<file path="src/rtl/linebuf_wr_ctrl_if.sv">
`default_nettype none
// +----------------------------------------------------------------------+
// | linebuf_wr_ctrl_if : write-port bundle between controller and buffer |
// | Rev 1.0                                                              |
// +----------------------------------------------------------------------+
interface linebuf_wr_ctrl_if #(
  parameter int LB_LINES = 4,
  parameter int PIX_W    = 11
);
  localparam int ADDR_W = $clog2(LB_LINES) + PIX_W;

  logic              wr_en_o;
  logic [ADDR_W-1:0] wr_addr_o;
  logic [23:0]       wr_data_o;

  modport master (output wr_en_o, wr_addr_o, wr_data_o);
  modport slave  (input  wr_en_o, wr_addr_o, wr_data_o);
endinterface
`default_nettype wire

</file>
<file path="src/rtl/linebuf_wr_ctrl.sv">
`default_nettype none
// +----------------------------------------------------------------------+
// | linebuf_wr_ctrl : writes qualified active pixels into a ring of line |
// | slots and tracks slot occupancy against a downstream reader.         |
// | Rev 1.0                                                              |
// +----------------------------------------------------------------------+
module linebuf_wr_ctrl #(
  parameter int LB_LINES = 4,
  parameter int PIX_W    = 11
) (
  input  wire                          PCLK_i,
  input  wire                          reset,
  input  wire                          enable_i,
  input  wire  [7:0]                   R_i,
  input  wire  [7:0]                   G_i,
  input  wire  [7:0]                   B_i,
  input  wire                          DE_i,
  input  wire                          datavalid_i,
  input  wire                          frame_change_i,
  input  wire  [10:0]                  ypos_i,
  input  wire  [PIX_W-1:0]             h_active_i,
  input  wire                          rd_line_done_i,
  linebuf_wr_ctrl_if.master            wr_if,
  output logic                         line_done_o,
  output logic [10:0]                  line_id_o,
  output logic                         frame_start_o,
  output logic [$clog2(LB_LINES):0]    lines_avail_o,
  output logic                         overflow_o,
  output logic                         underflow_o
);

  localparam int SLOT_W  = $clog2(LB_LINES);
  localparam int AVAIL_W = SLOT_W + 1;
  localparam int ADDR_W  = SLOT_W + PIX_W;

  localparam logic [AVAIL_W-1:0] C_FULL    = AVAIL_W'(LB_LINES);
  localparam logic [PIX_W-1:0]   C_PIX_MAX = {PIX_W{1'b1}};

  typedef enum logic [2:0] {
    IDLE        = 3'd0,
    WAIT_SOF    = 3'd1,
    LINE_WAIT   = 3'd2,
    LINE_ACTIVE = 3'd3,
    LINE_TAIL   = 3'd4,
    LINE_DROP   = 3'd5
  } state_t;

  state_t              state_q, state_d;
  logic [SLOT_W-1:0]   wr_slot_q, wr_slot_d;
  logic [PIX_W-1:0]    pix_cnt_q, pix_cnt_d;
  logic [10:0]         ypos_lat_q, ypos_lat_d;
  logic [AVAIL_W-1:0]  lines_avail_q, lines_avail_d;
  logic                overflow_q, overflow_d;
  logic                underflow_q, underflow_d;
  logic                wr_en_q, wr_en_d;
  logic [ADDR_W-1:0]   wr_addr_q, wr_addr_d;
  logic [23:0]         wr_data_q, wr_data_d;
  logic                line_done_q, line_done_d;
  logic [10:0]         line_id_q, line_id_d;
  logic                frame_start_q, frame_start_d;

  logic                sample;
  logic [PIX_W-1:0]    pix_next;
  logic                limit_hit;
  logic                do_write;
  logic                do_commit;
  logic                do_clear;

  assign sample    = DE_i & datavalid_i;
  assign pix_next  = pix_cnt_q + PIX_W'(1);
  assign limit_hit = (h_active_i != '0) && (pix_next == h_active_i);

  always_comb begin
    state_d       = state_q;
    wr_slot_d     = wr_slot_q;
    pix_cnt_d     = pix_cnt_q;
    ypos_lat_d    = ypos_lat_q;
    lines_avail_d = lines_avail_q;
    overflow_d    = overflow_q;
    underflow_d   = underflow_q;
    wr_en_d       = 1'b0;
    wr_addr_d     = wr_addr_q;
    wr_data_d     = wr_data_q;
    line_done_d   = 1'b0;
    line_id_d     = line_id_q;
    frame_start_d = 1'b0;
    do_write      = 1'b0;
    do_commit     = 1'b0;
    do_clear      = 1'b0;

    if (!enable_i) begin
      state_d   = IDLE;
      pix_cnt_d = '0;
    end else if (state_q == IDLE) begin
      state_d     = WAIT_SOF;
      overflow_d  = 1'b0;
      underflow_d = 1'b0;
    end else if (frame_change_i) begin
      do_clear = 1'b1;
      state_d  = LINE_WAIT;
    end else begin
      case (state_q)
        LINE_WAIT: begin
          if (sample) begin
            if (lines_avail_q == C_FULL) begin
              overflow_d = 1'b1;
              state_d    = LINE_DROP;
            end else begin
              do_write   = 1'b1;
              ypos_lat_d = ypos_i;
              state_d    = LINE_ACTIVE;
            end
          end
        end
        LINE_ACTIVE: begin
          if (!DE_i) begin
            do_commit = 1'b1;
            state_d   = LINE_WAIT;
          end else if (sample && (pix_cnt_q != C_PIX_MAX)) begin
            do_write = 1'b1;
          end
        end
        LINE_TAIL, LINE_DROP: begin
          if (!DE_i) state_d = LINE_WAIT;
        end
        default: ;
      endcase

      // Reaching the pixel limit always happens on a sample, so DE is still high.
      if (do_write) begin
        pix_cnt_d = pix_next;
        if (limit_hit) begin
          do_commit = 1'b1;
          state_d   = LINE_TAIL;
        end
      end
    end

    if (do_write) begin
      wr_en_d   = 1'b1;
      wr_addr_d = {wr_slot_q, pix_cnt_q};
      wr_data_d = {R_i, G_i, B_i};
    end

    if (do_commit) begin
      line_done_d = 1'b1;
      line_id_d   = ypos_lat_d;
      wr_slot_d   = wr_slot_q + SLOT_W'(1);
      pix_cnt_d   = '0;
    end

    // A ring clear wins over any coincident read or commit.
    if (do_clear) begin
      wr_slot_d     = '0;
      pix_cnt_d     = '0;
      lines_avail_d = '0;
      frame_start_d = 1'b1;
    end else begin
      if (rd_line_done_i && (lines_avail_q == '0)) underflow_d = 1'b1;
      if (do_commit && !rd_line_done_i) begin
        lines_avail_d = lines_avail_q + AVAIL_W'(1);
      end else if (!do_commit && rd_line_done_i && (lines_avail_q != '0)) begin
        lines_avail_d = lines_avail_q - AVAIL_W'(1);
      end
    end
  end

  always_ff @(posedge PCLK_i) begin
    if (reset) begin
      state_q       <= IDLE;
      wr_slot_q     <= '0;
      pix_cnt_q     <= '0;
      ypos_lat_q    <= '0;
      lines_avail_q <= '0;
      overflow_q    <= 1'b0;
      underflow_q   <= 1'b0;
      wr_en_q       <= 1'b0;
      wr_addr_q     <= '0;
      wr_data_q     <= '0;
      line_done_q   <= 1'b0;
      line_id_q     <= '0;
      frame_start_q <= 1'b0;
    end else begin
      state_q       <= state_d;
      wr_slot_q     <= wr_slot_d;
      pix_cnt_q     <= pix_cnt_d;
      ypos_lat_q    <= ypos_lat_d;
      lines_avail_q <= lines_avail_d;
      overflow_q    <= overflow_d;
      underflow_q   <= underflow_d;
      wr_en_q       <= wr_en_d;
      wr_addr_q     <= wr_addr_d;
      wr_data_q     <= wr_data_d;
      line_done_q   <= line_done_d;
      line_id_q     <= line_id_d;
      frame_start_q <= frame_start_d;
    end
  end

  assign wr_if.wr_en_o   = wr_en_q;
  assign wr_if.wr_addr_o = wr_addr_q;
  assign wr_if.wr_data_o = wr_data_q;
  assign line_done_o     = line_done_q;
  assign line_id_o       = line_id_q;
  assign frame_start_o   = frame_start_q;
  assign lines_avail_o   = lines_avail_q;
  assign overflow_o      = overflow_q;
  assign underflow_o     = underflow_q;

endmodule
`default_nettype wire

</file>
<file path="src/flat_wrapper.sv">
// flat-port wrapper written by rule: the top's interface ports become plain ports
module linebuf_wr_ctrl_flat 
#(
  parameter int LB_LINES = 4,
  parameter int PIX_W    = 11
)
  (PCLK_i, reset, enable_i, R_i, G_i, B_i, DE_i, datavalid_i, frame_change_i, ypos_i, h_active_i, rd_line_done_i, line_done_o, line_id_o, frame_start_o, lines_avail_o, overflow_o, underflow_o, wr_if_wr_en_o, wr_if_wr_addr_o, wr_if_wr_data_o);
  linebuf_wr_ctrl_if #(.LB_LINES(LB_LINES), .PIX_W(PIX_W)) wr_if_i ();
  input  wire PCLK_i;
  input  wire reset;
  input  wire enable_i;
  input  wire  [7:0] R_i;
  input  wire  [7:0] G_i;
  input  wire  [7:0] B_i;
  input  wire DE_i;
  input  wire datavalid_i;
  input  wire frame_change_i;
  input  wire  [10:0] ypos_i;
  input  wire  [PIX_W-1:0] h_active_i;
  input  wire rd_line_done_i;
  output logic line_done_o;
  output logic [10:0] line_id_o;
  output logic frame_start_o;
  output logic [$clog2(LB_LINES):0] lines_avail_o;
  output logic overflow_o;
  output logic underflow_o;
  output wire logic [$bits(wr_if_i.wr_en_o)-1:0] wr_if_wr_en_o;
  output wire logic [$bits(wr_if_i.wr_addr_o)-1:0] wr_if_wr_addr_o;
  output wire logic [$bits(wr_if_i.wr_data_o)-1:0] wr_if_wr_data_o;
  assign wr_if_wr_en_o = wr_if_i.wr_en_o;
  assign wr_if_wr_addr_o = wr_if_i.wr_addr_o;
  assign wr_if_wr_data_o = wr_if_i.wr_data_o;
  linebuf_wr_ctrl #(.LB_LINES(LB_LINES), .PIX_W(PIX_W)) u_core (.PCLK_i(PCLK_i), .reset(reset), .enable_i(enable_i), .R_i(R_i), .G_i(G_i), .B_i(B_i), .DE_i(DE_i), .datavalid_i(datavalid_i), .frame_change_i(frame_change_i), .ypos_i(ypos_i), .h_active_i(h_active_i), .rd_line_done_i(rd_line_done_i), .wr_if(wr_if_i), .line_done_o(line_done_o), .line_id_o(line_id_o), .frame_start_o(frame_start_o), .lines_avail_o(lines_avail_o), .overflow_o(overflow_o), .underflow_o(underflow_o));
endmodule
</file>
<file path="config.mk">
export PLATFORM = sky130hd
export DESIGN_NAME = linebuf_wr_ctrl_flat
export DESIGN_NICKNAME = d
export VERILOG_FILES = /design/src/rtl/linebuf_wr_ctrl_if.sv /design/src/rtl/linebuf_wr_ctrl.sv /design/src/flat_wrapper.sv
export SDC_FILE = /design/constraint.sdc
export NUM_CORES = 1
export LEC_CHECK = 0
export ABC_AREA = 1
export CAP_MARGIN = 20
export CORE_MARGIN = 2
export CORE_UTILIZATION = 43
export DETAILED_ROUTE_END_ITERATION = 12
export HOLD_SLACK_MARGIN = 0.15
export PLACE_DENSITY = 0.77
export SLEW_MARGIN = 10
export SYNTH_ARGS = -nofsm -noshare
export SYNTH_HDL_FRONTEND = slang
export SYNTH_SLANG_ARGS = --single-unit
</file>
<file path="constraint.sdc">
create_clock -name PCLK_i -period 2.45 [get_ports PCLK_i]
set_clock_uncertainty 0.15 [all_clocks]
set_input_delay 0.49 -clock PCLK_i [delete_from_list [all_inputs] [get_ports PCLK_i]]
set_output_delay 0.49 -clock PCLK_i [all_outputs]
set_load 0.02 [all_outputs]
</file>
==> results by group, run 1 <==
Outcome
  • Status: complete, but fails checks
  • Failing checks: negative setup slack

Run
  • MaxCap Viol Count: 0

Route
  • DRT Wirelength: 9.98 mm
  • Residual DRC count: 0
  • Total number of vias: 3744
  • Initial detailed-routing violation count: 138
  • DR pass1 iterations: 5
  • Post-route ant nets: 0
  • Routed length per instance: about 13 um
  • Vias per cell: 5.02

Synth
  • Yosys warns: 0
  • Area share of the largest cell type after synthesis: a little under half
  • Sequential-to-total area share from yosys stat: 45.3%
  • Post-synth top area cell: dfxtp_1
  • Library cells used by synthesis: 36
  • Post-Synthesis Cells: 494
  • Area contributors post-synth: dfxtp_1 45%, nand2_1 13%, a21oi_1 6.4%
  • Cell Area, Synth: 0.00367 mm^2
  • Synthesized Nets: 549
  • Synthesized flop and latch total: 83
  • Synth Area per Inst: 7.42 um^2

Place
  • Cell Area, Placed: 0.00513 mm^2
  • Worst slack, placed: -0.397 ns
  • Global placement routability congestion: 0.934
  • DP HPWL: 7.29 mm
  • PortBufs: 108
  • Placed cells: 727

Setup path
  • Arr. time, crit path: 2.58 ns
  • Kind of critical path: register to register
  • Crit-path max FO: 6
  • CP Launch Type: register
  • Worst R2R Setup Slack: -0.04 ns
  • Critical Path RT: 2.55 ns
  • Worst Setup End Kind: register

Clock tree
  • CTS clock-pin slew for the worst setup and hold paths: 0.09 ns
  • CTS H-tree depth: 3
  • Clk_lat worst skew: 0.35 ns
  • Hold-fix buffers, CTS: 0
  • TritonCTS Sinks: 83
  • CTS Root Cell: clkbuf_8
  • CTS Buf Count: 9
  • CTS tree: yes
  • Clock Path Buffers: 2

Global routing
  • Wire length of the first global-routing pass: 15.9 mm
  • Largest net degree at the start of global routing: 28
  • Vias in the first global route: 3639
  • GRT Util Overall: between 20 and 25%
  • GRT Residual Overflow: 0
  • Initial antenna violation count: 0

STA
  • Endpoints failing hold: 0
  • Worst-margin pin slew: 0.430 ns
  • Final clock period utilization by the worst path: 102%
  • Relative slew margins: between 70% and 80%
  • Unrepaired setup endpoints after global routing: true
  • Setup ws final: -0.0375 ns
  • Final setup fails: 1
  • Tmin final: 2.49 ns
  • Hold slack: 0.316 ns
  • F_max: about 400 MHz
  • Max Slew Vio Count: 0

Final layout
  • Layout cell share with drive strength beyond 1: 19.5%
  • Nets: 691
  • Final core utilization: 66.6%
  • Multi-input gate area: 0.00186 mm^2
  • Reg area: roughly 0.0017 mm^2
  • Layout Cells excl Fill: 746
  • # diodes: 0
  • # fillers: 700
  • Area grow syn2layout: 50.0%
  • Cell area after layout: ~0.0055 mm^2

Die
  • Die area: 0.00928 mm^2
  • Die height: 96.4 um
  • Num ports: 109
  • Row count: 33
  • CORE AREA: 0.00826 mm^2
  • Die X: between 90 and 100 um
  • Initial Util: ~44%

Pwr
  • Max VDD drop: 0.000321 V
  • Pwr dens: 551 mW/mm^2
  • Combinational power share: around 16%
  • Leak: 2.23 nW
  • Psw: 0.000824 W
  • Internal power consumption: 0.00221 W
  • Clk network pwr share: 37.2%
  • Sequential fraction of design power: 47.0%
  • Switching Share: 27.1%

Hold path
  • Min-Delay Path Class: register to register
[registers in the layout, indices dropped and copies added, names as in the netlist, 2 cells and up]
| signal | count |
|---|---|
| u_core.wr_slot_q | 2 |
| u_core.pix_cnt_q | 11 |
| u_core.state_q | 3 |
| u_core.wr_if.wr_data_o | 24 |
| u_core.lines_avail_o | 3 |
| u_core.wr_if.wr_addr_o | 13 |
| u_core.ypos_lat_q | 11 |
| u_core.line_id_o | 11 |
[cell usage after synthesis, drive strengths merged]
cell and number:
a211oi 9, a21boi 1, a21oi 47, a31o 1
a31oi 1, a32oi 1, buf 11, clkbuf 10
dfxtp 83, fa 1, ha 1, inv 41
mux2i 11, nand2 128, nand3 34, nand3b 2
nand4 3, nor2 69, nor3 5, nor4 1
o211ai 4, o21ai 25, or2 3, xnor2 1
xor2 1
[critical path: stages (launching register included)]
cell and delay (ns):
dfxtp_4 0.38, ha_4 0.15, nand2_4 0.08, nor2_8 0.14, nand2_2 0.08, nand3_2 0.05, nand2_1 0.06, nor2_1 0.10
nand3_1 0.10, nor2_2 0.12, nand3_2 0.09, nand2_2 0.09, nand3_2 0.08, fa_2 0.36, inv_2 0.06, nand3_2 0.09
a21oi_2 0.15, nor2_1 0.05
[power by group through the flow]
stage | registers (W) | logic, W | clock network, W
floorplan | 0.00149 | 0.000189 | 0
global placement | 0.00146 | 0.000427 | 0
detailed placement | 0.00146 | 0.000442 | 0
CTS | 0.00142 | 0.000472 | 0.00116
global route | 0.00143 | 0.000523 | 0.00123
finish | 0.00143 | 0.000478 | 0.00113
[path summary, 6_finish.rpt]
kind | from | endpoint | cells past startpoint
worst min-delay path | u_core.wr_if.wr_data_o[11]$_SDFFE_PP0P_ | u_core.wr_if.wr_data_o[11]$_SDFFE_PP0P_ | 2
worst min register to register | u_core.wr_if.wr_data_o[11]$_SDFFE_PP0P_ | u_core.wr_if.wr_data_o[11]$_SDFFE_PP0P_ | 2
worst max register to register | u_core.pix_cnt_q[0]$_SDFFE_PP0P_ | u_core.lines_avail_o[2]$_SDFFE_PP0P_ | 17
worst max-delay path | u_core.pix_cnt_q[0]$_SDFFE_PP0P_ | u_core.lines_avail_o[2]$_SDFFE_PP0P_ | 17
[area by class of cell]
type                            instances  area share [%]
Clock inverter                          7            1.93
Tap cell                              105            2.39
Sequential cell                        83            30.4
Timing Repair Buffer                  152            26.4
Clock buffer                            9            2.25
Multi-Input combinational cell        349            33.8
Inverter                               41            2.89
[per-layer routing]
layer	global-route usage, %	up-vias	share of wire [%]	wire length, um
met3	6.42	26	7.2	718
met5	0	-	0	0
met1	25.6	1706	42	4190
met4	9.04	0	1.8	184
met2	38.2	114	49	4890
li1	-	1898	-	-
[layout by cell type, fill, tap and decap left out, types with 3 or more instances in the layout]
| cell | instances |
|---|---|
| nand2_1 | 120 |
| clkdlybuf4s50_1 | 107 |
| dfxtp_1 | 79 |
| nor2_1 | 56 |
| a21oi_1 | 44 |
| buf_4 | 39 |
| inv_1 | 30 |
| nand3_1 | 26 |
| o21ai_0 | 20 |
| mux2i_1 | 11 |
| nor2_2 | 9 |
| inv_2 | 9 |
| clkbuf_8 | 9 |
| nand3_2 | 8 |
| nand2_2 | 7 |
| a211oi_1 | 5 |
| nor3_1 | 4 |
| o21ai_1 | 4 |
| a211oi_2 | 4 |
| nor2_4 | 3 |
| or2_2 | 3 |
| a21oi_2 | 3 |
| inv_6 | 3 |
| buf_12 | 3 |
[what timing repair did]
| item | CTS | global route |
|---|---|---|
| pin swaps | 14 | 8 |
| setup buffers | 3 | 0 |
| resized for setup | 19 | 18 |
| endpoints found under the setup margin | 2 | 26 |
[kinds of logic (layout without fill, tap and decap cells)]
kind of cell	after synthesis	after routing	share of synthesized area, %
simple gates	245	245	28.6
flops	83	83	45.3
compound gates	89	89	14.5
mux	11	11	3.00
buf+inv	62	209	7.23
xor+xnor	2	2	0.478
fa+ha+maj	2	2	0.887
[through the flow]
step                      TNS, ns  total power, W
after floorplan                 0         0.00168
after global placement      -6.16         0.00189
after detailed placement    -7.07         0.00190
after CTS                  -0.122         0.00306
after global routing       -0.440         0.00319
final                     -0.0375         0.00303
No activity file was read; power rests on OpenSTA's default activity.
==> run 2: changes to the inputs <==
--- a/config.mk
+++ b/config.mk
@@ -6,7 +6,7 @@
 export NUM_CORES = 1
 export LEC_CHECK = 0
 export ABC_AREA = 1
-export CAP_MARGIN = 20
+export CAP_MARGIN = 5
 export CORE_MARGIN = 2
 export CORE_UTILIZATION = 43
 export DETAILED_ROUTE_END_ITERATION = 12
==> constraint.sdc (replaced) <==
create_clock -name PCLK_i -period 2.45 [get_ports PCLK_i]
set_clock_uncertainty 0.15 [all_clocks]
set_input_delay 0.245 -clock PCLK_i [delete_from_list [all_inputs] [get_ports PCLK_i]]
set_output_delay 0.245 -clock PCLK_i [all_outputs]
set_load 0.02 [all_outputs]
==> run 2 against run 1 <==
The flow still finishes with violations (negative setup slack). Final cell count rose by 1.7%. Core utilization rose by 1.9 points. Clock power rose by 14%. Total power rose by 7.1%. Fmax fell by 3.0%. Final area rose by 2.8%. Via count rose by 3.0%. Critical path type unchanged. Largest power group unchanged.
==> results by group, run 2 (synthesized netlist as in run 1, its figures left out) <==
Outcome
  • Status: complete, but fails checks (unchanged)
  • Failing checks: negative setup slack (unchanged)

Global routing
  • Initial antenna violation count: 0 (unchanged)
  • Wire length of the first global-routing pass: 16.6 mm (was 15.9 mm)
  • GRT Util Overall: 22.7% (was 22.1%)
  • Largest net degree at the start of global routing: 28 (unchanged)
  • Vias in the first global route: 3726 (was 3639)
  • GRT Residual Overflow: 0 (unchanged)

Place
  • Cell Area, Placed: 0.00508 mm^2 (was 0.00513 mm^2)
  • Global placement routability congestion: 0.952 (was 0.934)
  • PortBufs: 108 (unchanged)
  • DP HPWL: 7.16 mm (was 7.29 mm)

Die
  • Die area: 0.00928 mm^2 (unchanged)
  • Die X: 96.4 um (unchanged)
  • Row count: 33 (unchanged)
  • Die height: 96.4 um (unchanged)
  • Num ports: 109 (unchanged)
  • Initial Util: 44.4% (unchanged)
  • CORE AREA: 0.00826 mm^2 (unchanged)

Setup path
  • Critical Path RT: 2.55 ns (about the same)
  • CP Launch Type: register (unchanged)
  • Arr. time, crit path: 2.67 ns (was 2.58 ns)
  • Worst R2R Setup Slack: -0.11 ns (was -0.04 ns)
  • Kind of critical path: register to register (unchanged)
  • FF-to-FF End: u_core.pix_cnt_q[4]$_SDFFE_PP0P_ (was u_core.lines_avail_o[2]$_SDFFE_PP0P_)
  • R2R depth: 17 (unchanged)
  • Crit-path max FO: 6 (unchanged)
  • Worst Setup End Kind: register (unchanged)
  • RR Startpoint: u_core.pix_cnt_q[1]$_SDFFE_PP0P_ (was u_core.pix_cnt_q[0]$_SDFFE_PP0P_)

Final layout
  • Nets: 704 (was 691)
  • # diodes: 0 (unchanged)
  • Cell area after layout: 0.00566 mm^2 (was 0.00550 mm^2)
  • Most common cell after layout, fill and taps aside: nand2_1 (unchanged)
  • Area grow syn2layout: 54.2% (was 50.0%)
  • Final core utilization: 68.5% (was 66.6%)
  • Max reg flops: 24 (unchanged)
  • Layout cell share with drive strength beyond 1: 21.7% (was 19.5%)
  • # fillers: 669 (was 700)
  • Most frequent cells in the layout: 118 x nand2_1, 107 x clkdlybuf4s50_1, 78 x dfxtp_1, 57 x nor2_1, 51 x buf_4 (was 120 x nand2_1, 107 x clkdlybuf4s50_1, 79 x dfxtp_1, 56 x nor2_1, 44 x a21oi_1)

Route
  • Vias per cell: 5.08 (was 5.02)
  • DR pass1 iterations: 5 (unchanged)
  • Total number of vias: 3858 (was 3744)
  • DRT Wirelength: 10.7 mm (was 9.98 mm)
  • Initial detailed-routing violation count: 189 (was 138)
  • Routed length per instance: 14.1 um (was 13.4 um)
  • Post-route ant nets: 0 (unchanged)
  • Residual DRC count: 0 (unchanged)

Pwr
  • Combinational power share: 16.2% (was 15.8%)
  • Pwr dens: 574 mW/mm^2 (was 551 mW/mm^2)
  • Psw: 0.000834 W (was 0.000824 W)
  • Sequential fraction of design power: 44.0% (was 47.0%)
  • Clk network pwr share: 39.9% (was 37.2%)
  • Leak: 2.30 nW (was 2.23 nW)
  • Internal power consumption: 0.00242 W (was 0.00221 W)
  • Power consumption: 0.00325 W (was 0.00303 W)
  • Switching Share: 25.7% (was 27.1%)
  • Max VDD drop: 0.000326 V (was 0.000321 V)

Hold path
  • Min-Delay Path Class: primary input to register (was register to register)
  • WHS Endpoint: u_core.wr_if.wr_data_o[16]$_SDFFE_PP0P_ (was u_core.wr_if.wr_data_o[11]$_SDFFE_PP0P_)
  • Worst hold path depth: 2 (unchanged)
  • Beginning of the worst hold path: reset (was u_core.wr_if.wr_data_o[11]$_SDFFE_PP0P_)

Clock tree
  • CTS Buf Count: 9 (unchanged)
  • Clock Path Buffers: 2 (unchanged)
  • CTS Root Cell: clkbuf_8 (unchanged)
  • CTS clock-pin slew for the worst setup and hold paths: 0.09 ns (about the same)
  • CTS H-tree depth: 3 (unchanged)
  • Clk_lat worst skew: 0.35 ns (about the same)
  • TritonCTS Sinks: 83 (unchanged)
  • CTS tree: yes (unchanged)

STA
  • Worst-margin pin slew: 0.473 ns (was 0.430 ns)
  • Unrepaired setup endpoints after global routing: true (unchanged)
  • Relative slew margins: 68.5% (was 71.3%)
  • Final clock period utilization by the worst path: 105% (was 102%)
  • Endpoints failing hold: 0 (unchanged)
  • Max Slew Vio Count: 0 (unchanged)
  • Setup TNS: -0.976 ns (was -0.0375 ns)
  • Setup ws final: -0.115 ns (was -0.0375 ns)
  • Hold slack: 0.199 ns (was 0.316 ns)
  • Tmin final: 2.56 ns (was 2.49 ns)
  • F_max: 390 MHz (was 402 MHz)
  • Final setup fails: 18 (was 1)

Run
  • MaxCap Viol Count: 0 (unchanged)
run 2: layer usage:
metal | up-vias | GRT usage [%] | routed length, um
li1 | 1916 | - | -
met1 | 1789 | 26.4 | 4450
met2 | 132 | 39.6 | 5320
met3 | 21 | 6.19 | 738
met4 | 0 | 8.92 | 220
met5 | - | 0 | 0
run 2: area by class of cell:
type | count | area (um^2) | share of cell area (%)
sequential | 83 | 1670 | 29.6
timing repair buffer | 165 | 1550 | 27.4
multi-input combinational | 349 | 1880 | 33.3
clock buffer | 10 | 128 | 2.26
clock inverter | 6 | 136 | 2.41
tap | 105 | 131 | 2.32
inverter | 41 | 156 | 2.76
run 2: worst max path at each step:
stage                                     start                              endpoint  slack, ns  cells past startpoint
3_3_place_gp                               DE_i  u_core.lines_avail_o[2]$_SDFFE_PP0P_      -0.08                     15
4_1_cts        u_core.pix_cnt_q[0]$_SDFFE_PP0P_  u_core.lines_avail_o[2]$_SDFFE_PP0P_      -0.09                     17
5_1_grt        u_core.pix_cnt_q[1]$_SDFFE_PP0P_  u_core.lines_avail_o[2]$_SDFFE_PP0P_      -0.27                     18
6_report       u_core.pix_cnt_q[1]$_SDFFE_PP0P_      u_core.pix_cnt_q[4]$_SDFFE_PP0P_      -0.11                     17
2_1_floorplan  u_core.pix_cnt_q[1]$_SDFFE_PP0P_  u_core.lines_avail_o[2]$_SDFFE_PP0P_      0.007                     17
3_5_place_dp                               DE_i  u_core.lines_avail_o[2]$_SDFFE_PP0P_      -0.19                     15
run 2: worst max-delay path, stage by stage, from the launching register on:
cell and delay, ns:
dfxtp_4 0.38, ha_4 0.15, nand2_4 0.07, nor2_8 0.16
nand2_2 0.08, buf_4 0.13, buf_4 0.12, buf_4 0.12
buf_4 0.12, buf_4 0.12, buf_4 0.12, buf_4 0.12
buf_4 0.12, buf_4 0.12, buf_4 0.12, buf_4 0.12
nand3_1 0.08, a21oi_2 0.05
run 2: timing repair:
item | 4_1_cts | 5_1_grt
gates cloned | 0 | 1
pin swaps | 14 | 13
endpoints found under the setup margin | 2 | 46
resized for setup | 17 | 25
hold buffers | 0 | 0
setup buffers | 17 | 5
run 2: metrics by stage:
| step | std cells | worst slack, ns |
|---|---|---|
| 3_5_place_dp | 723 | -0.186 |
| 3_3_place_gp | 723 | -0.0821 |
| 4_1_cts | 756 | -0.0882 |
| 2_1_floorplan | 494 | 0.00668 |
| 5_1_grt | 759 | -0.266 |
| 6_report | 759 | -0.115 |
run 2: power by group through the flow:
stage	clock (W)	combinational [W]	sequential, W
after detailed placement	0	0.000434	0.00146
final	0.00129	0.000526	0.00143
after global placement	0	0.000423	0.00146
after global routing	0.00137	0.000578	0.00144
after CTS	0.00131	0.000461	0.00143
after floorplan	0	0.000189	0.00149
